<file path="src/rtl/multicycle_ctrl_pkg.sv">
// Shared constants, state encoding and control-word layout for the multicycle MIPS controller.
package multicycle_ctrl_pkg;

   localparam int unsigned OPW    = 6;
   localparam int unsigned ALUOPW = 4;
   localparam int unsigned STW    = 4;

   localparam logic [OPW-1:0] OP_R    = 6'h00;
   localparam logic [OPW-1:0] OP_J    = 6'h02;
   localparam logic [OPW-1:0] OP_JAL  = 6'h03;
   localparam logic [OPW-1:0] OP_BEQ  = 6'h04;
   localparam logic [OPW-1:0] OP_BNE  = 6'h05;
   localparam logic [OPW-1:0] OP_ADDI = 6'h08;
   localparam logic [OPW-1:0] OP_SLTI = 6'h0A;
   localparam logic [OPW-1:0] OP_ANDI = 6'h0C;
   localparam logic [OPW-1:0] OP_ORI  = 6'h0D;
   localparam logic [OPW-1:0] OP_LW   = 6'h23;
   localparam logic [OPW-1:0] OP_SW   = 6'h2B;

   typedef enum logic [ALUOPW-1:0] {
      ALU_ADD   = 4'd0,
      ALU_SUB   = 4'd1,
      ALU_FUNCT = 4'd2,
      ALU_AND   = 4'd3,
      ALU_OR    = 4'd4,
      ALU_SLT   = 4'd5
   } alu_op_e;

   typedef enum logic [STW-1:0] {
      S_FETCH    = 4'd0,
      S_DECODE   = 4'd1,
      S_MEM_ADDR = 4'd2,
      S_MEM_RD   = 4'd3,
      S_MEM_WB   = 4'd4,
      S_MEM_WR   = 4'd5,
      S_R_EX     = 4'd6,
      S_R_WB     = 4'd7,
      S_I_EX     = 4'd8,
      S_I_WB     = 4'd9,
      S_BRANCH   = 4'd10,
      S_JUMP     = 4'd11,
      S_TRAP     = 4'd12
   } state_e;

   // Full set of datapath controls produced each cycle.
   typedef struct packed {
      logic              pc_write;
      logic              pc_wr_cond;
      logic              branch_ne;
      logic              iord;
      logic              mem_read;
      logic              mem_write;
      logic              ir_write;
      logic [1:0]        mem_to_reg;
      logic [1:0]        reg_dst;
      logic              reg_write;
      logic              alu_src_a;
      logic [1:0]        alu_src_b;
      logic [ALUOPW-1:0] alu_op;
      logic [1:0]        pc_source;
   } ctrl_out_t;

   // ALU operation for the immediate-arithmetic class.
   function automatic alu_op_e imm_alu_op(input logic [OPW-1:0] op);
      alu_op_e res;
      res = ALU_ADD;
      case (op)
         OP_ANDI: res = ALU_AND;
         OP_ORI:  res = ALU_OR;
         OP_SLTI: res = ALU_SLT;
         default: res = ALU_ADD;
      endcase
      return res;
   endfunction

endpackage

</file>
<file path="src/rtl/multicycle_ctrl_if.sv">
// Controller <-> datapath bundle: opcode/flags in, control strobes and selects out.
interface multicycle_ctrl_if;
   import multicycle_ctrl_pkg::*;

   logic [OPW-1:0]    opcode;
   logic              zero;
   logic              mem_ready;
   logic              pc_write;
   logic              pc_wr_cond;
   logic              branch_ne;
   logic              iord;
   logic              mem_read;
   logic              mem_write;
   logic              ir_write;
   logic [1:0]        mem_to_reg;
   logic [1:0]        reg_dst;
   logic              reg_write;
   logic              alu_src_a;
   logic [1:0]        alu_src_b;
   logic [ALUOPW-1:0] alu_op;
   logic [1:0]        pc_source;
   logic              illegal;
   logic [STW-1:0]    state;

   modport master (
      input  opcode, zero, mem_ready,
      output pc_write, pc_wr_cond, branch_ne, iord, mem_read, mem_write, ir_write,
             mem_to_reg, reg_dst, reg_write, alu_src_a, alu_src_b, alu_op, pc_source,
             illegal, state
   );

   modport slave (
      output opcode, zero, mem_ready,
      input  pc_write, pc_wr_cond, branch_ne, iord, mem_read, mem_write, ir_write,
             mem_to_reg, reg_dst, reg_write, alu_src_a, alu_src_b, alu_op, pc_source,
             illegal, state
   );
endinterface

</file>
<file path="src/rtl/mc_out_decode.sv">
// Moore output decode: maps current state (plus memory handshake and reset) to the control word.
module mc_out_decode
   import multicycle_ctrl_pkg::*;
(
   input  state_e         state_i,
   input  logic [OPW-1:0] opcode_i,
   input  logic           mem_ready_i,
   input  logic           reset_i,
   output ctrl_out_t      ctrl_o
);

   // Control word per state; reset shows FETCH selects with every strobe held low.
   always_comb begin
      ctrl_o = '0;
      if (reset_i) begin
         ctrl_o.alu_src_b = 2'b01;
         ctrl_o.alu_op    = ALU_ADD;
      end else begin
         case (state_i)
            S_FETCH: begin
               ctrl_o.mem_read  = 1'b1;
               ctrl_o.alu_src_b = 2'b01;
               ctrl_o.alu_op    = ALU_ADD;
               ctrl_o.ir_write  = mem_ready_i;
               ctrl_o.pc_write  = mem_ready_i;
            end
            S_DECODE: begin
               ctrl_o.alu_src_b = 2'b11;
               ctrl_o.alu_op    = ALU_ADD;
            end
            S_MEM_ADDR: begin
               ctrl_o.alu_src_a = 1'b1;
               ctrl_o.alu_src_b = 2'b10;
               ctrl_o.alu_op    = ALU_ADD;
            end
            S_MEM_RD: begin
               ctrl_o.mem_read = 1'b1;
               ctrl_o.iord     = 1'b1;
            end
            S_MEM_WB: begin
               ctrl_o.reg_write  = 1'b1;
               ctrl_o.mem_to_reg = 2'b01;
            end
            S_MEM_WR: begin
               ctrl_o.mem_write = 1'b1;
               ctrl_o.iord      = 1'b1;
            end
            S_R_EX: begin
               ctrl_o.alu_src_a = 1'b1;
               ctrl_o.alu_op    = ALU_FUNCT;
            end
            S_R_WB: begin
               ctrl_o.reg_write = 1'b1;
               ctrl_o.reg_dst   = 2'b01;
            end
            S_I_EX: begin
               ctrl_o.alu_src_a = 1'b1;
               ctrl_o.alu_src_b = 2'b10;
               ctrl_o.alu_op    = imm_alu_op(opcode_i);
            end
            S_I_WB: begin
               ctrl_o.reg_write = 1'b1;
            end
            S_BRANCH: begin
               ctrl_o.alu_src_a  = 1'b1;
               ctrl_o.alu_op     = ALU_SUB;
               ctrl_o.pc_wr_cond = 1'b1;
               ctrl_o.pc_source  = 2'b01;
               ctrl_o.branch_ne  = (opcode_i == OP_BNE);
            end
            S_JUMP: begin
               ctrl_o.pc_write  = 1'b1;
               ctrl_o.pc_source = 2'b10;
               if (opcode_i == OP_JAL) begin
                  ctrl_o.reg_write  = 1'b1;
                  ctrl_o.reg_dst    = 2'b10;
                  ctrl_o.mem_to_reg = 2'b10;
               end
            end
            default: ctrl_o = '0;
         endcase
      end
   end

endmodule

</file>
<file path="src/rtl/multicycle_ctrl.sv">
// Multicycle MIPS control FSM: state register, sticky illegal flag and next-state logic.
module multicycle_ctrl
   import multicycle_ctrl_pkg::*;
(
   input logic               clock,
   input logic               Reset,
   multicycle_ctrl_if.master ctrl
);

   state_e    state_q, state_d;
   logic      illegal_q;
   ctrl_out_t dec;
   logic      unused_zero;

   // Zero flag is consumed by the datapath's conditional PC load, not here.
   assign unused_zero = ctrl.zero;

   // Next-state selection; memory phases hold until the ready handshake.
   always_comb begin
      state_d = state_q;
      case (state_q)
         S_FETCH:  if (ctrl.mem_ready) state_d = S_DECODE;
         S_DECODE: begin
            case (ctrl.opcode)
               OP_LW, OP_SW:                     state_d = S_MEM_ADDR;
               OP_R:                             state_d = S_R_EX;
               OP_ADDI, OP_ANDI, OP_ORI, OP_SLTI: state_d = S_I_EX;
               OP_BEQ, OP_BNE:                   state_d = S_BRANCH;
               OP_J, OP_JAL:                     state_d = S_JUMP;
               default:                          state_d = S_TRAP;
            endcase
         end
         S_MEM_ADDR: state_d = (ctrl.opcode == OP_LW) ? S_MEM_RD : S_MEM_WR;
         S_MEM_RD:   if (ctrl.mem_ready) state_d = S_MEM_WB;
         S_MEM_WB:   state_d = S_FETCH;
         S_MEM_WR:   if (ctrl.mem_ready) state_d = S_FETCH;
         S_R_EX:     state_d = S_R_WB;
         S_R_WB:     state_d = S_FETCH;
         S_I_EX:     state_d = S_I_WB;
         S_I_WB:     state_d = S_FETCH;
         S_BRANCH:   state_d = S_FETCH;
         S_JUMP:     state_d = S_FETCH;
         S_TRAP:     state_d = S_TRAP;
         default:    state_d = S_FETCH;
      endcase
   end

   // State and sticky trap flag; reset wins from any state.
   always_ff @(posedge clock) begin
      if (Reset) begin
         state_q   <= S_FETCH;
         illegal_q <= 1'b0;
      end else begin
         state_q <= state_d;
         if (state_d == S_TRAP) illegal_q <= 1'b1;
      end
   end

   mc_out_decode u_out_decode (
      .state_i     (state_q),
      .opcode_i    (ctrl.opcode),
      .mem_ready_i (ctrl.mem_ready),
      .reset_i     (Reset),
      .ctrl_o      (dec)
   );

   assign ctrl.pc_write   = dec.pc_write;
   assign ctrl.pc_wr_cond = dec.pc_wr_cond;
   assign ctrl.branch_ne  = dec.branch_ne;
   assign ctrl.iord       = dec.iord;
   assign ctrl.mem_read   = dec.mem_read;
   assign ctrl.mem_write  = dec.mem_write;
   assign ctrl.ir_write   = dec.ir_write;
   assign ctrl.mem_to_reg = dec.mem_to_reg;
   assign ctrl.reg_dst    = dec.reg_dst;
   assign ctrl.reg_write  = dec.reg_write;
   assign ctrl.alu_src_a  = dec.alu_src_a;
   assign ctrl.alu_src_b  = dec.alu_src_b;
   assign ctrl.alu_op     = dec.alu_op;
   assign ctrl.pc_source  = dec.pc_source;
   assign ctrl.illegal    = illegal_q;
   assign ctrl.state      = STW'(state_q);

endmodule

</file>
<file path="src/flat_wrapper.sv">
// flat-port wrapper written by rule: the top's interface ports become plain ports
module multicycle_ctrl_flat import multicycle_ctrl_pkg::*;
  (clock, Reset, ctrl_opcode, ctrl_zero, ctrl_mem_ready, ctrl_pc_write, ctrl_pc_wr_cond, ctrl_branch_ne, ctrl_iord, ctrl_mem_read, ctrl_mem_write, ctrl_ir_write, ctrl_mem_to_reg, ctrl_reg_dst, ctrl_reg_write, ctrl_alu_src_a, ctrl_alu_src_b, ctrl_alu_op, ctrl_pc_source, ctrl_illegal, ctrl_state);
  multicycle_ctrl_if ctrl_i ();
  input logic clock;
  input logic Reset;
  input wire logic [$bits(ctrl_i.opcode)-1:0] ctrl_opcode;
  input wire logic [$bits(ctrl_i.zero)-1:0] ctrl_zero;
  input wire logic [$bits(ctrl_i.mem_ready)-1:0] ctrl_mem_ready;
  output wire logic [$bits(ctrl_i.pc_write)-1:0] ctrl_pc_write;
  output wire logic [$bits(ctrl_i.pc_wr_cond)-1:0] ctrl_pc_wr_cond;
  output wire logic [$bits(ctrl_i.branch_ne)-1:0] ctrl_branch_ne;
  output wire logic [$bits(ctrl_i.iord)-1:0] ctrl_iord;
  output wire logic [$bits(ctrl_i.mem_read)-1:0] ctrl_mem_read;
  output wire logic [$bits(ctrl_i.mem_write)-1:0] ctrl_mem_write;
  output wire logic [$bits(ctrl_i.ir_write)-1:0] ctrl_ir_write;
  output wire logic [$bits(ctrl_i.mem_to_reg)-1:0] ctrl_mem_to_reg;
  output wire logic [$bits(ctrl_i.reg_dst)-1:0] ctrl_reg_dst;
  output wire logic [$bits(ctrl_i.reg_write)-1:0] ctrl_reg_write;
  output wire logic [$bits(ctrl_i.alu_src_a)-1:0] ctrl_alu_src_a;
  output wire logic [$bits(ctrl_i.alu_src_b)-1:0] ctrl_alu_src_b;
  output wire logic [$bits(ctrl_i.alu_op)-1:0] ctrl_alu_op;
  output wire logic [$bits(ctrl_i.pc_source)-1:0] ctrl_pc_source;
  output wire logic [$bits(ctrl_i.illegal)-1:0] ctrl_illegal;
  output wire logic [$bits(ctrl_i.state)-1:0] ctrl_state;
  assign ctrl_i.opcode = ctrl_opcode;
  assign ctrl_i.zero = ctrl_zero;
  assign ctrl_i.mem_ready = ctrl_mem_ready;
  assign ctrl_pc_write = ctrl_i.pc_write;
  assign ctrl_pc_wr_cond = ctrl_i.pc_wr_cond;
  assign ctrl_branch_ne = ctrl_i.branch_ne;
  assign ctrl_iord = ctrl_i.iord;
  assign ctrl_mem_read = ctrl_i.mem_read;
  assign ctrl_mem_write = ctrl_i.mem_write;
  assign ctrl_ir_write = ctrl_i.ir_write;
  assign ctrl_mem_to_reg = ctrl_i.mem_to_reg;
  assign ctrl_reg_dst = ctrl_i.reg_dst;
  assign ctrl_reg_write = ctrl_i.reg_write;
  assign ctrl_alu_src_a = ctrl_i.alu_src_a;
  assign ctrl_alu_src_b = ctrl_i.alu_src_b;
  assign ctrl_alu_op = ctrl_i.alu_op;
  assign ctrl_pc_source = ctrl_i.pc_source;
  assign ctrl_illegal = ctrl_i.illegal;
  assign ctrl_state = ctrl_i.state;
  multicycle_ctrl u_core (.clock(clock), .Reset(Reset), .ctrl(ctrl_i));
endmodule
</file>
<file path="config.mk">
export PLATFORM = sky130hd
export DESIGN_NAME = multicycle_ctrl_flat
export DESIGN_NICKNAME = d
export VERILOG_FILES = /design/src/rtl/multicycle_ctrl_pkg.sv /design/src/rtl/multicycle_ctrl_if.sv /design/src/rtl/mc_out_decode.sv /design/src/rtl/multicycle_ctrl.sv /design/src/flat_wrapper.sv
export SDC_FILE = /design/constraint.sdc
export NUM_CORES = 1
export LEC_CHECK = 0
export ABC_AREA = 0
export ABC_CLOCK_PERIOD_IN_PS = 4210
export CAP_MARGIN = 20
export CORE_ASPECT_RATIO = 0.5
export CORE_MARGIN = 1.5
export CORE_UTILIZATION = 30
export CTS_BUF_LIST = sky130_fd_sc_hd__clkbuf_2 sky130_fd_sc_hd__clkbuf_4 sky130_fd_sc_hd__clkbuf_8
export CTS_CLUSTER_DIAMETER = 150
export DETAILED_ROUTE_END_ITERATION = 10
export GPL_TIMING_DRIVEN = 0
export PLACE_DENSITY = 0.73
export SLEW_MARGIN = 20
export SYNTH_ARGS = -nofsm -noshare
export SYNTH_HDL_FRONTEND = slang
export SYNTH_SLANG_ARGS = --single-unit
</file>
<file path="constraint.sdc">
create_clock -name clock -period 4.21 [get_ports clock]
set_clock_uncertainty 0.05 [all_clocks]
set_input_delay 0.842 -clock clock [delete_from_list [all_inputs] [get_ports clock]]
set_output_delay 0.842 -clock clock [all_outputs]
set_load 0.01 [all_outputs]
</file>
# --- Word-level counts from Yosys, hierarchy flattened ---
# Index checks and enable logic that the tools add are counted.
# Widths: inputs -> output; s select.
op_classes:
  n_mux: 24
  eq_ne: 23
  n_reduce_logical: 11
ops:
  columns: ["op", "n"]
  rows:
  - ["$pmux 4 s8", 1]
  - ["$eq 4x4->1 const B", 6]
  - ["$eq 6x4->1 const B", 4]
  - ["$pmux 4 s5", 1]
  - ["$pmux 3 s3", 2]
  - ["$eq 4x3->1 const B", 4]
  - ["$mux 13", 1]
  - ["$eq 6x2->1 const B", 2]
  - ["$eq 6x3->1 const B", 2]
  - ["$eq 6x6->1 const B", 2]
  - ["$mux 4", 3]
  - ["$pmux 2 s2", 3]
  - ["$reduce_or 2->1", 6]
  - ["$eq 4x2->1 const B", 2]
  - ["$reduce_or 4->1", 2]
  - ["$logic_not 6->1", 1]
  - ["$mux 6", 1]
  - ["$pmux 2 s3", 1]
  - ["$mux 1", 5]
  - ["$mux 5", 1]
  - ["$eq 4x1->1 const B", 1]
  - ["$logic_not 4->1", 1]
  - ["$mux 2", 2]
  - ["$pmux 1 s2", 2]
  - ["2 further kinds", 2]
totals:
  regBits: 5
  output_inout_bits: 26

# --- Longest topological paths before layout ---
depth:
  depth_word: 5
  ltp_mapped: 7
  mapped_depth_nobuf: 5

# --- Cells and area by module ---
# Synthesis repeated with hierarchy kept, for this count alone.
hier_totals:
  hier_cells: 131
  hier_area_um2: 954.7
modules_own_cells:
  columns: ["mod", "instances", "area_each_um2", "cells_per_inst", "seq_area_each_um2"]
  rows:
  - ["multicycle_ctrl", 1, 519.2, 68, 100.1]
  - ["mc_out_decode", 1, 435.4, 63, 0.0]

# --- Worst setup path after synthesis ---
# Ideal clock, no wire load.
synth_timing:
  path_kind: "input port to output port"
  startpoint: "in Reset"
  endpoint: "out ctrl_reg_write"
  cell_stages: 3
  t_required_ns: 3.318
  n_path_buf: 0
  t_arrival_ns: 1.708
  path_slack_ns: 1.610
  path_cell_list: "or3_1 > nor3_1 > o21bai_1"
synth_between:
  elab_chain_cells: 1
synth_rtl:
  columns: ["item", "line", "source"]
  rows:
  - ["start: declaration", "flat_wrapper.sv:6", "input logic Reset;"]
  - ["$mux 13", "mc_out_decode.sv:15", "if (reset_i) begin"]
  - ["end: declaration", "flat_wrapper.sv:19", "output wire logic [$bits(ctrl_i.reg_write)-1:0] ctrl_reg_write;"]
# Every way passes these cells.

# --- Final worst setup path ---
layout_timing:
  startpoint: "in ctrl_opcode[4]"
  endpoint: "out ctrl_alu_op[1]"
layout_between:
  elab_chain_cells: 4
  elab_cells_between_ends: 6
layout_rtl:
  columns: ["item", "line", "source"]
  rows:
  - ["start: declaration", "flat_wrapper.sv:7", "input wire logic [$bits(ctrl_i.opcode)-1:0] ctrl_opcode;"]
  - ["$eq 6x4->1", "multicycle_ctrl_pkg.sv:67", "case (op)"]
  - ["$pmux 3 s3 *", "multicycle_ctrl_pkg.sv:67", null]
  - ["$pmux 3 s3 *", "mc_out_decode.sv:19", "case (state_i)"]
  - ["$mux 6 *", "mc_out_decode.sv:15", null]
  - ["end: declaration", "flat_wrapper.sv:22", "output wire logic [$bits(ctrl_i.alu_op)-1:0] ctrl_alu_op;"]
# Mark *: on every way between the ends. The rest lies on a longest branch, timed or not.

==> results.py <==
metrics = {
    "run_status": {
        "status": "completed",
    },
    "finish": {
        "synthToLayoutAreaGrowth_pct": 51.0,
        "drive_gt1_share_pct": 10.5,
        "nFillCells": 248,
        "diodes": 0,
        "fin_util_pct": 50.9,
        "nNetsFinal": 164,
    },
    "yosys": {
        "yosys-top-cells-area": "dfxtp_1, nor3_1, nand2b_1",
        "yosysTopAreaCellShare_pct": 12.7,
        "synth-seq-cells": 5,
        "ys_seq_area_share_pct": 12.7,
        "netlist_instances": 118,
        "ys_types": 41,
        "synth_edf_count": 0,
        "synth_nets": 128,
        "ys_warn_count": 0,
        "synth_ff_type": "dfxtp_1",
        "synth-async-reset-ratio_pct": 0,
        "synth_largest_area_cell": "dfxtp_1",
        "syn_avg_cell_area_sq_um": 6.69,
        "syn_area_sq_um": 790,
    },
    "setup_path": {
        "crit_type": "input pin to output port",
        "cp.arrival_ns": 2.96,
        "setup.worst_path.start_class": "input pin",
        "crit_path_end_kind": "output port",
        "cp.required_ns": 3.32,
        "critPathMaxFanout": 7,
    },
    "clock_tree": {
        "cts_resized": 0,
        "cts_max_path_buffers": 2,
        "cts_buffers": 3,
        "cts_root_buffer": "clkbuf_8",
        "ctsHoldBuffers": 0,
        "cts_tree": "done",
        "cts.sinks": 5,
        "clk_pin_slew_ns": 0.03,
        "clk_latency_ns": 0.22,
        "cts_post_setup_buffers_inserted": 0,
        "htreeDepth": 1,
    },
    "routing": {
        "drt_iter0_drc": 116,
        "wirelength_um": 2530,
        "wl_per_cell_um": 13.4,
        "drcViolationCount": 0,
        "num_vias": 1014,
        "vias_per_cell": 5.39,
        "ant_nets": 0,
        "dr.pass1.iters": 5,
    },
    "floorplan": {
        "coreArea_sq_mm": 0.00234,
        "start_util_pct": 33.7,
        "dieArea_sq_mm": 0.00297,
        "ioPinCount": 36,
        "die-height_um": 39.3,
        "rows": 12,
        "die_w_um": 75.6,
    },
    "place": {
        "dpl.hpwl_um": 1970,
        "gp_congestion": 0.862,
        "io_buffers": 31,
    },
    "power": {
        "p_leak_nw": 0.419,
        "power_density_mw_per_mm2": 261,
        "pwr-share-seq_pct": 19.8,
        "vdd_drop_max_mv": 0.177,
        "swShare_pct": 36.9,
        "p_clk_share_pct": 29.9,
        "combinationalPowerShare_pct": 50.2,
        "p_switching_w": 0.000115,
        "p_int_w": 0.000197,
    },
    "sta": {
        "fin_crit_sh_pct": 91.6,
        "timing.fmax_ghz": 0.259,
        "finalSetupViolations": 0,
        "holdWs_ns": 0.439,
        "fin_crit_ns": 3.86,
        "rsz0062_at_grt": "no",
        "fin_tns_setup_ns": 0,
        "tightest_slew_ns": 0.636,
        "drv_slew": 0,
        "maxSlewHeadroom_pct": 57.0,
        "hold_violations": 0,
    },
    "grt": {
        "grt_pass1_vias": 856,
        "grt_remaining_overflow": 0,
        "antenna_found_initial": 0,
        "grt_max_degree": 11,
        "grt_pass1_wl_um": 3920,
        "track_usage_pct": 18.0,
    },
    "run": {
        "drv_cap": 0,
    },
    "hold_path": {
        "hold_path.class": "register to register",
    },
}
-- worst max-delay path, cell delays in order --
cell and delay (ns):
clkdlybuf4s50_1 0.58, nor2_1 0.35, nand3_1 0.16, nor4_1 0.23, a21oi_1 0.07, nor3_1 0.15, clkdlybuf4s50_1 0.58
-- layout by cell type (no fill, tap or decap), drive strengths merged --
cell,synthesis,layout
o31a,1,1
or3,1,1
clkdlybuf4s50,0,31
o32a,2,2
o211a,1,1
nand3,6,6
nand2b,9,9
o22ai,2,2
o41ai,1,1
a2111oi,3,3
o32ai,1,1
nand2,6,6
nand4b,1,1
o221a,1,1
conb,1,1
inv,6,6
nor3,13,13
a21bo,1,1
dfxtp,5,5
a21oi,11,11
a31oi,1,1
o21a,1,1
nor2b,6,6
o21ai,2,2
and4,1,1
or4,1,1
nor4,2,2
a22oi,1,1
mux2i,1,1
buf,8,8
nor2,12,12
clkbuf,5,9
xor2,1,1
or2,1,1
xnor2,1,1
o21bai,2,2
-- power groups by stage --
stage | registers (W) | logic, W | clock network, W
floorplan | 0.0000626 | 0.0000924 | 0
global placement | 0.0000619 | 0.000152 | 0
detailed placement | 0.0000621 | 0.000154 | 0
CTS | 0.0000614 | 0.000154 | 0.0000957
global route | 0.0000625 | 0.000171 | 0.000101
finish | 0.0000617 | 0.000156 | 0.0000932
-- per-layer routing --
metal | vias to the layer above | global-route usage [%] | part of all wire [%]
met5 | - | 0 | 0
met4 | 0 | 7.14 | 0.87
met3 | 3 | 3.08 | 8.7
met2 | 50 | 28.9 | 45
met1 | 467 | 24.2 | 45
li1 | 494 | - | -
-- cells in the mapped netlist, drive strengths merged, types with 2 or more instances --
cell type  number
o22ai           2
clkbuf          5
o21ai           2
nand2b          9
nor2b           6
a21oi          11
o32a            2
nor3           13
nor2           12
buf             8
nand3           6
a2111oi         3
inv             6
nor4            2
nand2           6
dfxtp           5
o21bai          2
-- stage by stage --
stage | cells | setup slack (ns) | area, sq um | power (W)
6_report | 188 | 0.354 | 1190 | 0.000311
5_1_grt | 188 | 0.191 | 1190 | 0.000335
4_1_cts | 188 | 0.432 | 1190 | 0.000312
3_5_place_dp | 184 | 0.441 | 1140 | 0.000216
3_3_place_gp | 184 | 0.467 | 1140 | 0.000214
2_1_floorplan | 118 | 1.61 | 790 | 0.000155
-- path summary, 6_finish.rpt --
kind                              from                   to  slack [ns]  depth (start not counted)
setup / recovery        ctrl_opcode[4]       ctrl_alu_op[1]        0.35                          7
hold / removal     u_core.ctrl.illegal  u_core.ctrl.illegal        0.44                          2
setup reg to reg  u_core.ctrl.state[0]  u_core.ctrl.illegal        2.24                          6
hold reg to reg    u_core.ctrl.illegal  u_core.ctrl.illegal        0.44                          2
-- cell type report --
class | count | area, sq um | area share [%]
well taps | 35 | 43.8 | 3.67
flip-flops and latches | 5 | 100 | 8.39
inverters | 6 | 22.5 | 1.89
plain buffers | 13 | 70.1 | 5.88
multi-input cells | 94 | 597 | 50.1
repair buffers | 31 | 310 | 26.0
clock buffers | 4 | 48.8 | 4.09
-- state kept, by name, summed over array words and instances, names as in the netlist --
| name | count |
|---|---|
| u_core.ctrl.illegal | 1 |
| u_core.ctrl.state | 4 |
-- logic make-up after synthesis --
group / Yosys count / share of synthesized area (%)
other cells: 1 / 0.475
simple gates: 59 / 40.1
xor+xnor: 2 / 2.22
buf+inv: 19 / 11.7
compound gates: 31 / 31.5
mux: 1 / 1.27
flops: 5 / 12.7
Note: power is estimated with default switching activity, not from simulation.
